## config.mk

```make
export PLATFORM = sky130hd
export DESIGN_NAME = qam_symbol_gen
export DESIGN_NICKNAME = d
export VERILOG_FILES = /design/src/rtl/qam_pkg.sv /design/src/rtl/qam_bit_source.sv /design/src/rtl/qam_symbol_gen.sv
export SDC_FILE = /design/constraint.sdc
export NUM_CORES = 1
export LEC_CHECK = 0
export ABC_AREA = 1
export CAP_MARGIN = 40
export CORE_ASPECT_RATIO = 1.1
export CORE_UTILIZATION = 50
export DETAILED_ROUTE_END_ITERATION = 8
export GPL_TIMING_DRIVEN = 0
export PLACE_DENSITY = 0.84
export SETUP_SLACK_MARGIN = 0.4
export SYNTH_ARGS = -nofsm -noshare
export SYNTH_HDL_FRONTEND = slang
export SYNTH_SLANG_ARGS = --single-unit
export TNS_END_PERCENT = 50
```

## constraint.sdc

```tcl
create_clock -name clock -period 5 [get_ports clock]
set_clock_uncertainty 0.1 [all_clocks]
set_input_delay 1 -clock clock [delete_from_list [all_inputs] [get_ports clock]]
set_output_delay 1 -clock clock [all_outputs]
set_load 0.05 [all_outputs]
```

## src/rtl/qam_pkg.sv

```systemverilog
// qam_pkg: shared constants and PRBS-15 step function for the QAM symbol generator
package qam_pkg;
  localparam logic MODE_PATTERN = 1'b0;
  localparam logic MODE_PRBS = 1'b1;
  localparam logic [14:0] PRBS15_TAPS = 15'h6000;
  localparam logic [14:0] PRBS_SEED = 15'h7FFF;
  localparam logic [27:0] PAT_INIT_DEF = 28'h6CC1555;
  function automatic logic [14:0] prbs15_step(input logic [14:0] s);
    return {s[13:0], ^(s & PRBS15_TAPS)};
  endfunction
endpackage

```

## src/rtl/qam_bit_source.sv

```systemverilog
// qam_bit_source: rotating pattern register and PRBS-15 (x^15+x^14+1), advanced one symbol at a time
// Ports: clock, reset (async active-low); i_advance steps the source chosen by i_sel;
// i_load loads pattern/seed (zero seed -> 7FFF); o_pat_sym/o_prbs_sym are the symbol-wide MSB slices.
module qam_bit_source
  import qam_pkg::*;
#(
  parameter int BITS_PER_SYM = 4,
  parameter int PAT_W = 28,
  parameter logic [PAT_W-1:0] PAT_INIT = PAT_W'(PAT_INIT_DEF)
) (
  input  logic                    clock,
  input  logic                    reset,
  input  logic                    i_advance,
  input  logic                    i_sel,
  input  logic                    i_load,
  input  logic [PAT_W-1:0]        i_load_pattern,
  input  logic [14:0]             i_load_seed,
  output logic [BITS_PER_SYM-1:0] o_pat_sym,
  output logic [BITS_PER_SYM-1:0] o_prbs_sym
);
  logic [PAT_W-1:0] r_pat, w_pat_rot;
  logic [14:0] r_prbs, w_prbs_next;
  assign w_pat_rot = (r_pat << BITS_PER_SYM) | (r_pat >> (PAT_W - BITS_PER_SYM));
  // all BITS_PER_SYM shifts of the LFSR are unrolled into a single cycle
  always_comb begin
    w_prbs_next = r_prbs;
    for (int k = 0; k < BITS_PER_SYM; k++) w_prbs_next = prbs15_step(w_prbs_next);
  end
  always_ff @(posedge clock or negedge reset) begin
    if (!reset) begin
      r_pat <= PAT_INIT;
      r_prbs <= PRBS_SEED;
    end else if (i_load) begin
      r_pat <= i_load_pattern;
      r_prbs <= (i_load_seed == '0) ? PRBS_SEED : i_load_seed;
    end else if (i_advance) begin
      if (i_sel == MODE_PATTERN) r_pat <= w_pat_rot;
      else r_prbs <= w_prbs_next;
    end
  end
  assign o_pat_sym = r_pat[PAT_W-1 -: BITS_PER_SYM];
  assign o_prbs_sym = r_prbs[14 -: BITS_PER_SYM];
endmodule

```

## src/rtl/qam_symbol_gen.sv

```systemverilog
// qam_symbol_gen: test-data source producing one QAM symbol every PERIOD rising edges of enable_cntr
// Ports: clock, reset (async active-low); enable_cntr count strobe (0->1 edges); period edges/symbol (0 as 1);
// mode 0=pattern 1=PRBS-15; load/load_pattern/load_seed reload sources; sym_bits/sym_i/sym_q/adat_ki symbol
// outputs; data_change one-cycle strobe with each new symbol.
module qam_symbol_gen
  import qam_pkg::*;
#(
  parameter int BITS_PER_SYM = 4,
  parameter int PAT_W = 28,
  parameter logic [PAT_W-1:0] PAT_INIT = PAT_W'(PAT_INIT_DEF),
  parameter int DIV_W = 11
) (
  input  logic                      clock,
  input  logic                      reset,
  input  logic                      enable_cntr,
  input  logic [DIV_W-1:0]          period,
  input  logic                      mode,
  input  logic                      load,
  input  logic [PAT_W-1:0]          load_pattern,
  input  logic [14:0]               load_seed,
  output logic [BITS_PER_SYM-1:0]   sym_bits,
  output logic [BITS_PER_SYM/2-1:0] sym_i,
  output logic [BITS_PER_SYM/2-1:0] sym_q,
  output logic                      adat_ki,
  output logic                      data_change
);
  if (PAT_W % BITS_PER_SYM != 0 || BITS_PER_SYM % 2 != 0 || BITS_PER_SYM < 2 || BITS_PER_SYM > 15) begin : g_bad_param
    $error("qam_symbol_gen: BITS_PER_SYM must be even, 2..15, and divide PAT_W");
  end
  logic r_old_en, r_mode_q, r_data_change;
  logic [DIV_W-1:0] r_cntr, w_last;
  logic w_rise, w_term;
  logic [BITS_PER_SYM-1:0] w_pat_sym, w_prbs_sym;
  assign w_rise = enable_cntr & ~r_old_en;
  assign w_last = (period == '0) ? '0 : period - DIV_W'(1);
  // >= rather than == so a period lowered mid-symbol ends it on the next rise instead of wrapping
  assign w_term = w_rise & (r_cntr >= w_last) & ~load;
  always_ff @(posedge clock or negedge reset) begin
    if (!reset) begin
      r_old_en <= 1'b0;
      r_cntr <= '0;
      r_mode_q <= MODE_PATTERN;
      r_data_change <= 1'b0;
    end else begin
      r_old_en <= enable_cntr;
      r_data_change <= w_term;
      if (load || w_term) begin
        r_cntr <= '0;
        r_mode_q <= mode;
      end else if (w_rise) r_cntr <= r_cntr + DIV_W'(1);
    end
  end
  // the source advanced is the one the new mode selects, so sym_bits changes together with r_mode_q
  qam_bit_source #(
    .BITS_PER_SYM(BITS_PER_SYM),
    .PAT_W(PAT_W),
    .PAT_INIT(PAT_INIT)
  ) u_src (
    .clock(clock),
    .reset(reset),
    .i_advance(w_term),
    .i_sel(mode),
    .i_load(load),
    .i_load_pattern(load_pattern),
    .i_load_seed(load_seed),
    .o_pat_sym(w_pat_sym),
    .o_prbs_sym(w_prbs_sym)
  );
  assign sym_bits = (r_mode_q == MODE_PRBS) ? w_prbs_sym : w_pat_sym;
  assign sym_i = sym_bits[BITS_PER_SYM-1 -: BITS_PER_SYM/2];
  assign sym_q = sym_bits[BITS_PER_SYM/2-1:0];
  assign adat_ki = sym_bits[BITS_PER_SYM-1];
  assign data_change = r_data_change;
endmodule

```

==> After elaboration in Yosys (flattened, before gate mapping) <==
Cells that the tools add are included.
{ "word_totals": {"reg_bits": 57, "mem_bits_ro": 0, "n_memories": 0, "latchBits": 0, "mem_bits_rw": 0} }
{ "op_classes": {"magnitude_cmp": 1, "n_reduce_logical": 12, "addsub": 2, "eq_ne": 1, "mul": 0, "shift": 0, "div": 0, "n_bitwise": 6, "mux": 11} }
{ "ops": {"columns": ["op", "count"], "rows": [
  ["28-bit two-way mux", 3],
  ["15-bit two-way mux", 4],
  ["15-bit parity", 4],
  ["11-bit two-way mux", 3],
  ["28-bit by 4-bit bitwise OR with 28-bit output", 1],
  ["15-bit zero test", 1],
  ["11-bit by 1-bit adder with 11-bit output, second input constant", 1],
  ["11-bit greater-or-equal comparator", 1],
  ["11-bit zero test", 1],
  ["11-bit by 1-bit subtractor with 11-bit output, second input constant", 1],
  ["2-bit nonzero test", 3],
  ["4-bit two-way mux", 1],
  ["2-bit AND reduction", 2],
  ["1-bit bitwise AND", 3],
  ["2-bit by 1-bit != test with 1-bit output, second input constant", 1],
  ["1-bit NOT", 2],
  ["1-bit logical OR", 1]
]} }

==> Logic depth before layout (Yosys ltp) <==
{ "depth": {"ltp_word": 7, "depth_mapped": 22, "mapped_depth_nobuf": 21} }

==> Modules after synthesis <==
A second synthesis with hierarchy kept.
{ "hier_totals": {"cells_unflattened": 451, "hier_area_um2": 3570.9} }
{ "by_module_without_submodules": {"columns": ["mod", "area_per_inst_um2", "seq_area_each_um2", "instances", "cells_per_inst"], "rows": [
  ["qam_bit_source", 2242.2, 1111.1, 1, 281],
  ["qam_symbol_gen", 1328.8, 350.3, 1, 170]
]} }

==> Least setup slack after synthesis <==
Ideal clock, no wire load.
{ "synth_path": {"kind": "input to register", "from": "in period[0]", "to": "reg u_src.r_pat[17]", "path_stages": 22, "arrival_time_ps": 3232, "path_buffers": 2, "setup_slack_ps": 1544, "required_ps": 4775, "setup_ps": 125, "path_cell_list": "inv_1 ha_1 nand2_1 nor2_1 nand2_1 nor2_1 inv_1 nor2_1 xor2_1 nand2_1 ha_1 inv_1 nor2_2 nand2_1 nor2_2 nor2_2 nand3_4 nand3_4 buf_6 buf_8 nand2_1 nand3_1"} }
{ "synth_between": {"elab_chain_cells": 7, "word_cells_on_any_way": 8, "cone_classes": "1 x add/sub; 1 x order compare; 1 x mux; 2 x bitwise; 3 x reduce/logical"} }
{ "synth_lines": {"columns": ["item", "line_no", "text"], "rows": [
  ["start, declared", "qam_symbol_gen.sv:16", "input logic [DIV_W-1:0] period,"],
  ["11-bit by 1-bit subtractor with 11-bit output / 11-bit zero test (equally long branches)", "qam_symbol_gen.sv:35", "assign w_last = (period == '0) ? '0 : period - DIV_W'(1);"],
  ["11-bit two-way mux (*)", "qam_symbol_gen.sv:35", null],
  ["11-bit greater-or-equal comparator (*)", "qam_symbol_gen.sv:37", "assign w_term = w_rise & (r_cntr >= w_last) & ~load;"],
  ["1-bit bitwise AND (*) (2 in series)", "qam_symbol_gen.sv:37", null],
  ["2-bit nonzero test (no line) (*)", null, null],
  ["2-bit AND reduction (no line) (*)", null, null],
  ["end signal, assigned", "qam_bit_source.sv:34", "r_pat <= i_load_pattern;"],
  ["end signal, assigned", "qam_bit_source.sv:37", "if (i_sel == MODE_PATTERN) r_pat <= w_pat_rot;"],
  ["end, declared", "qam_bit_source.sv:21", "logic [PAT_W-1:0] r_pat, w_pat_rot;"]
]} }
Mark *: on every way between the ends. The rest lies on a longest branch, timed or not.
A chain may end at the register's enable or synchronous reset.

==> Worst setup path in the final report <==
{ "layout_path": {"from": "in period[0]", "to": "reg r_cntr[9]"} }
{ "layout_between": {"elab_chain_cells": 7, "word_cells_on_any_way": 9, "cone_classes": "1 x add/sub; 1 x order compare; 2 x mux; 2 x bitwise; 3 x reduce/logical"} }
{ "layout_lines": {"columns": ["item", "line_no", "text"], "rows": [
  ["11-bit by 1-bit subtractor with 11-bit output / 11-bit zero test (equally long branches)", "qam_symbol_gen.sv:35", null],
  ["11-bit two-way mux (*)", "qam_symbol_gen.sv:35", null],
  ["11-bit greater-or-equal comparator (*)", "qam_symbol_gen.sv:37", null],
  ["1-bit bitwise AND (*) (2 in series)", "qam_symbol_gen.sv:37", null],
  ["1-bit logical OR (*)", "qam_symbol_gen.sv:47", "if (load || w_term) begin"],
  ["11-bit two-way mux / 2-bit nonzero test (equally long branches)", null, null],
  ["end signal, assigned", "qam_symbol_gen.sv:50", "end else if (w_rise) r_cntr <= r_cntr + DIV_W'(1);"],
  ["end, declared", "qam_symbol_gen.sv:31", "logic [DIV_W-1:0] r_cntr, w_last;"]
]} }
Marks and branches as above.

==> flow_summary.json <==
{
  "timing.final.crit_period_ns": 3.94,
  "overflow": 0,
  "grt_setup_unrepaired": "no",
  "min_path_cells": 2,
  "totalWireLength_mm": 9.27,
  "die_area_um2": 7950,
  "hold_class": "register to register",
  "die_x_um": 85.1,
  "grt_max_degree": 38,
  "cts_made_buffers": 9,
  "globalRouteMet3Util_pct": 5.30,
  "finalMaxSlewViolations": 0,
  "io_pins": 69,
  "core_region_area_um2": 7170,
  "yosysWarnings": 0,
  "post_cts_resized": 0,
  "ys_types": 32,
  "setup_viol": 0,
  "row_count": 32,
  "dp.final_hpwl_mm": 7.00,
  "fin_crit_sh_pct": 78.8,
  "ctsHoldBuffers": 0,
  "start_util_pct": 53.0,
  "final_cell_mix": "nand2_1 (201), clkdlybuf4s50_1 (66), nand3_1 (55)",
  "met2_usage_pct": 43.4,
  "peakVddDrop_v": 0.000209,
  "whs_ns": 0.385,
  "async_flop_share_pct": 100,
  "p_leak_nw": 2.36,
  "cts.sinks": 57,
  "antenna_cells": 0,
  "busiest_layer": "met2",
  "syn_area_per_cell_um2": 7.16,
  "wl_per_cell_um": 13.2,
  "detail-route-antenna-nets": 0,
  "yosys-top-cells-area": "nand2_1 (20%), dfstp_2 (19%), dfrtp_1 (19%)",
  "place_ws_ns": 0.692,
  "cts_tree": "done",
  "grt_pass1_wl_mm": 15.4,
  "firstDrtPassIters": 5,
  "grt_pass1_vias": 3538,
  "worstPathArrival_ns": 4.10,
  "syn_area_um2": 3800,
  "grtUsageMet1_pct": 29.2,
  "post_dp_cell_area_um2": 4590,
  "tns_ns": 0,
  "drc": 0,
  "status": "finished, final reports clean",
  "instances_no_fill": 700,
  "seq_area_um2": 1460,
  "power_mw": 1.26,
  "required_ns": 5.16,
  "synth-seq-cells": 57,
  "fin_util_pct": 66.6,
  "cts_setup_buffers": 0,
  "layout_commonest_cell": "nand2_1",
  "p_per_area_nw_per_um2": 264,
  "syn-num-nets": 603,
  "relSlewSlack_pct": 63.9,
  "endpoint_kind": "register",
  "grt_antenna_before_repair": 0,
  "cts-root-buf": "clkbuf_8",
  "worstSetupPathType": "input port to register",
  "clkLatencyLatePin_ns": 0.35,
  "hold_viol": 0,
  "vias_per_cell": 5.38,
  "cap_viol_max_count": 0,
  "final_area_um2": 4770,
  "tightestPinTransition_ns": 0.541,
  "synthCells": 531,
  "drtIter0Drc": 148,
  "multi_input_area_um2": 1990,
  "r2r_cells": 11,
  "grt.total_usage_pct": 24.8,
  "clockBufferDepth": 2,
  "synth-seq-area-share_pct": 38.5,
  "synth_top_area_share_pct": 19.9,
  "critPathLaunchType": "input port",
  "dieHeight_um": 93.4,
  "dp_cells": 684,
  "h-tree-depth": 3,
  "gp_congestion": 0.897,
  "synth-edff-count": 0,
  "clk_pin_slew_ns": 0.06,
  "nNetsFinal": 682,
  "setup_slack_ns": 1.06,
  "vias": 3765,
  "numPortBuffers": 67,
  "n_fill_cell": 588,
  "yosys.area.top_type": "nand2_1",
  "critPathMaxFanout": 9,
  "layout-drive-gt1-share_pct": 13.7,
  "fmax_mhz": 254,
  "areaGrowthSynthToFinish_pct": 25.6,
  "yosys_most_used_dff": "dfrtp_1"
}
## synth_stat cells (8+ instances only)
library cell	count
clkbuf_1	11
nand3_1	55
o21ai_0	18
dfrtp_1	29
nand4_1	15
buf_4	8
nand2_1	201
a31oi_1	15
dfstp_2	28
xor2_1	13
inv_1	40
nor2_1	37
ha_1	13
## power breakdown
part / internal (mW) / leakage [nW] / switching (mW)
clock: 0.204 / 0.0911 / 0.188
sequential: 0.529 / 0.670 / 0.0335
combinational: 0.132 / 1.60 / 0.175
## sequential cells by signal (all words and copies together), names as in the netlist
register      cells
u_src.r_pat      28
u_src.r_prbs     15
r_cntr           11
data_change       1
r_mode_q          1
r_old_en          1
## cells by family after synthesis
kind of cell    after synthesis  synth area share (%)
compound gates               41                  5.89
xor+xnor                     14                  3.23
fa+ha+maj                    13                  4.28
buf+inv                      71                  9.19
flops                        57                  38.5
simple gates                335                  39.0
## final timing paths
check / from / endpoint / slack (ns)
max: period[0] / r_cntr[9]$_DFFE_PN0P_ / 1.06
min: u_src.r_pat[2]$_DFFE_PN1P_ / u_src.r_pat[2]$_DFFE_PN1P_ / 0.39
max reg2reg: r_cntr[0]$_DFFE_PN0P_ / r_cntr[9]$_DFFE_PN0P_ / 2.84
min reg2reg: u_src.r_pat[2]$_DFFE_PN1P_ / u_src.r_pat[2]$_DFFE_PN1P_ / 0.39
max in group asynchronous: reset / u_src.r_prbs[1]$_DFFE_PN1P_ / 3.66
min in group asynchronous: reset / u_src.r_pat[14]$_DFFE_PN0P_ / 0.52
## per-layer routing
metal | wire, um | vias to the layer above
met4 | 225 | 0
met5 | 0 | -
li1 | - | 1864
met1 | 3980 | 1768
met2 | 4620 | 115
met3 | 434 | 18
## cell type report
type                    count  share of cell area, %
plain buffers              29                   4.01
clock buffers              11                   3.17
clock inverters             5                  0.629
inverters                  42                   3.30
multi-input cells         403                   41.7
flip-flops and latches     57                   30.6
well taps                  85                   2.23
repair buffers             68                   14.4
## worst max-delay path, stage by stage
cell and delay [ns]:
clkdlybuf4s50_1 0.43, inv_1 0.11, ha_1 0.19, nand2_1 0.09, nor2_1 0.09, nand2_1 0.08
nor2_1 0.09, inv_1 0.05, nor2_1 0.26, nand2_2 0.18, nand3b_1 0.13, ha_1 0.26
nand2_2 0.08, inv_1 0.04, nand2_1 0.05, nand2_1 0.06, nor2_2 0.15, nand3_4 0.17
nand2_4 0.15, nand2_1 0.21, o21ai_0 0.23
Note: power is estimated with default switching activity, not from simulation.
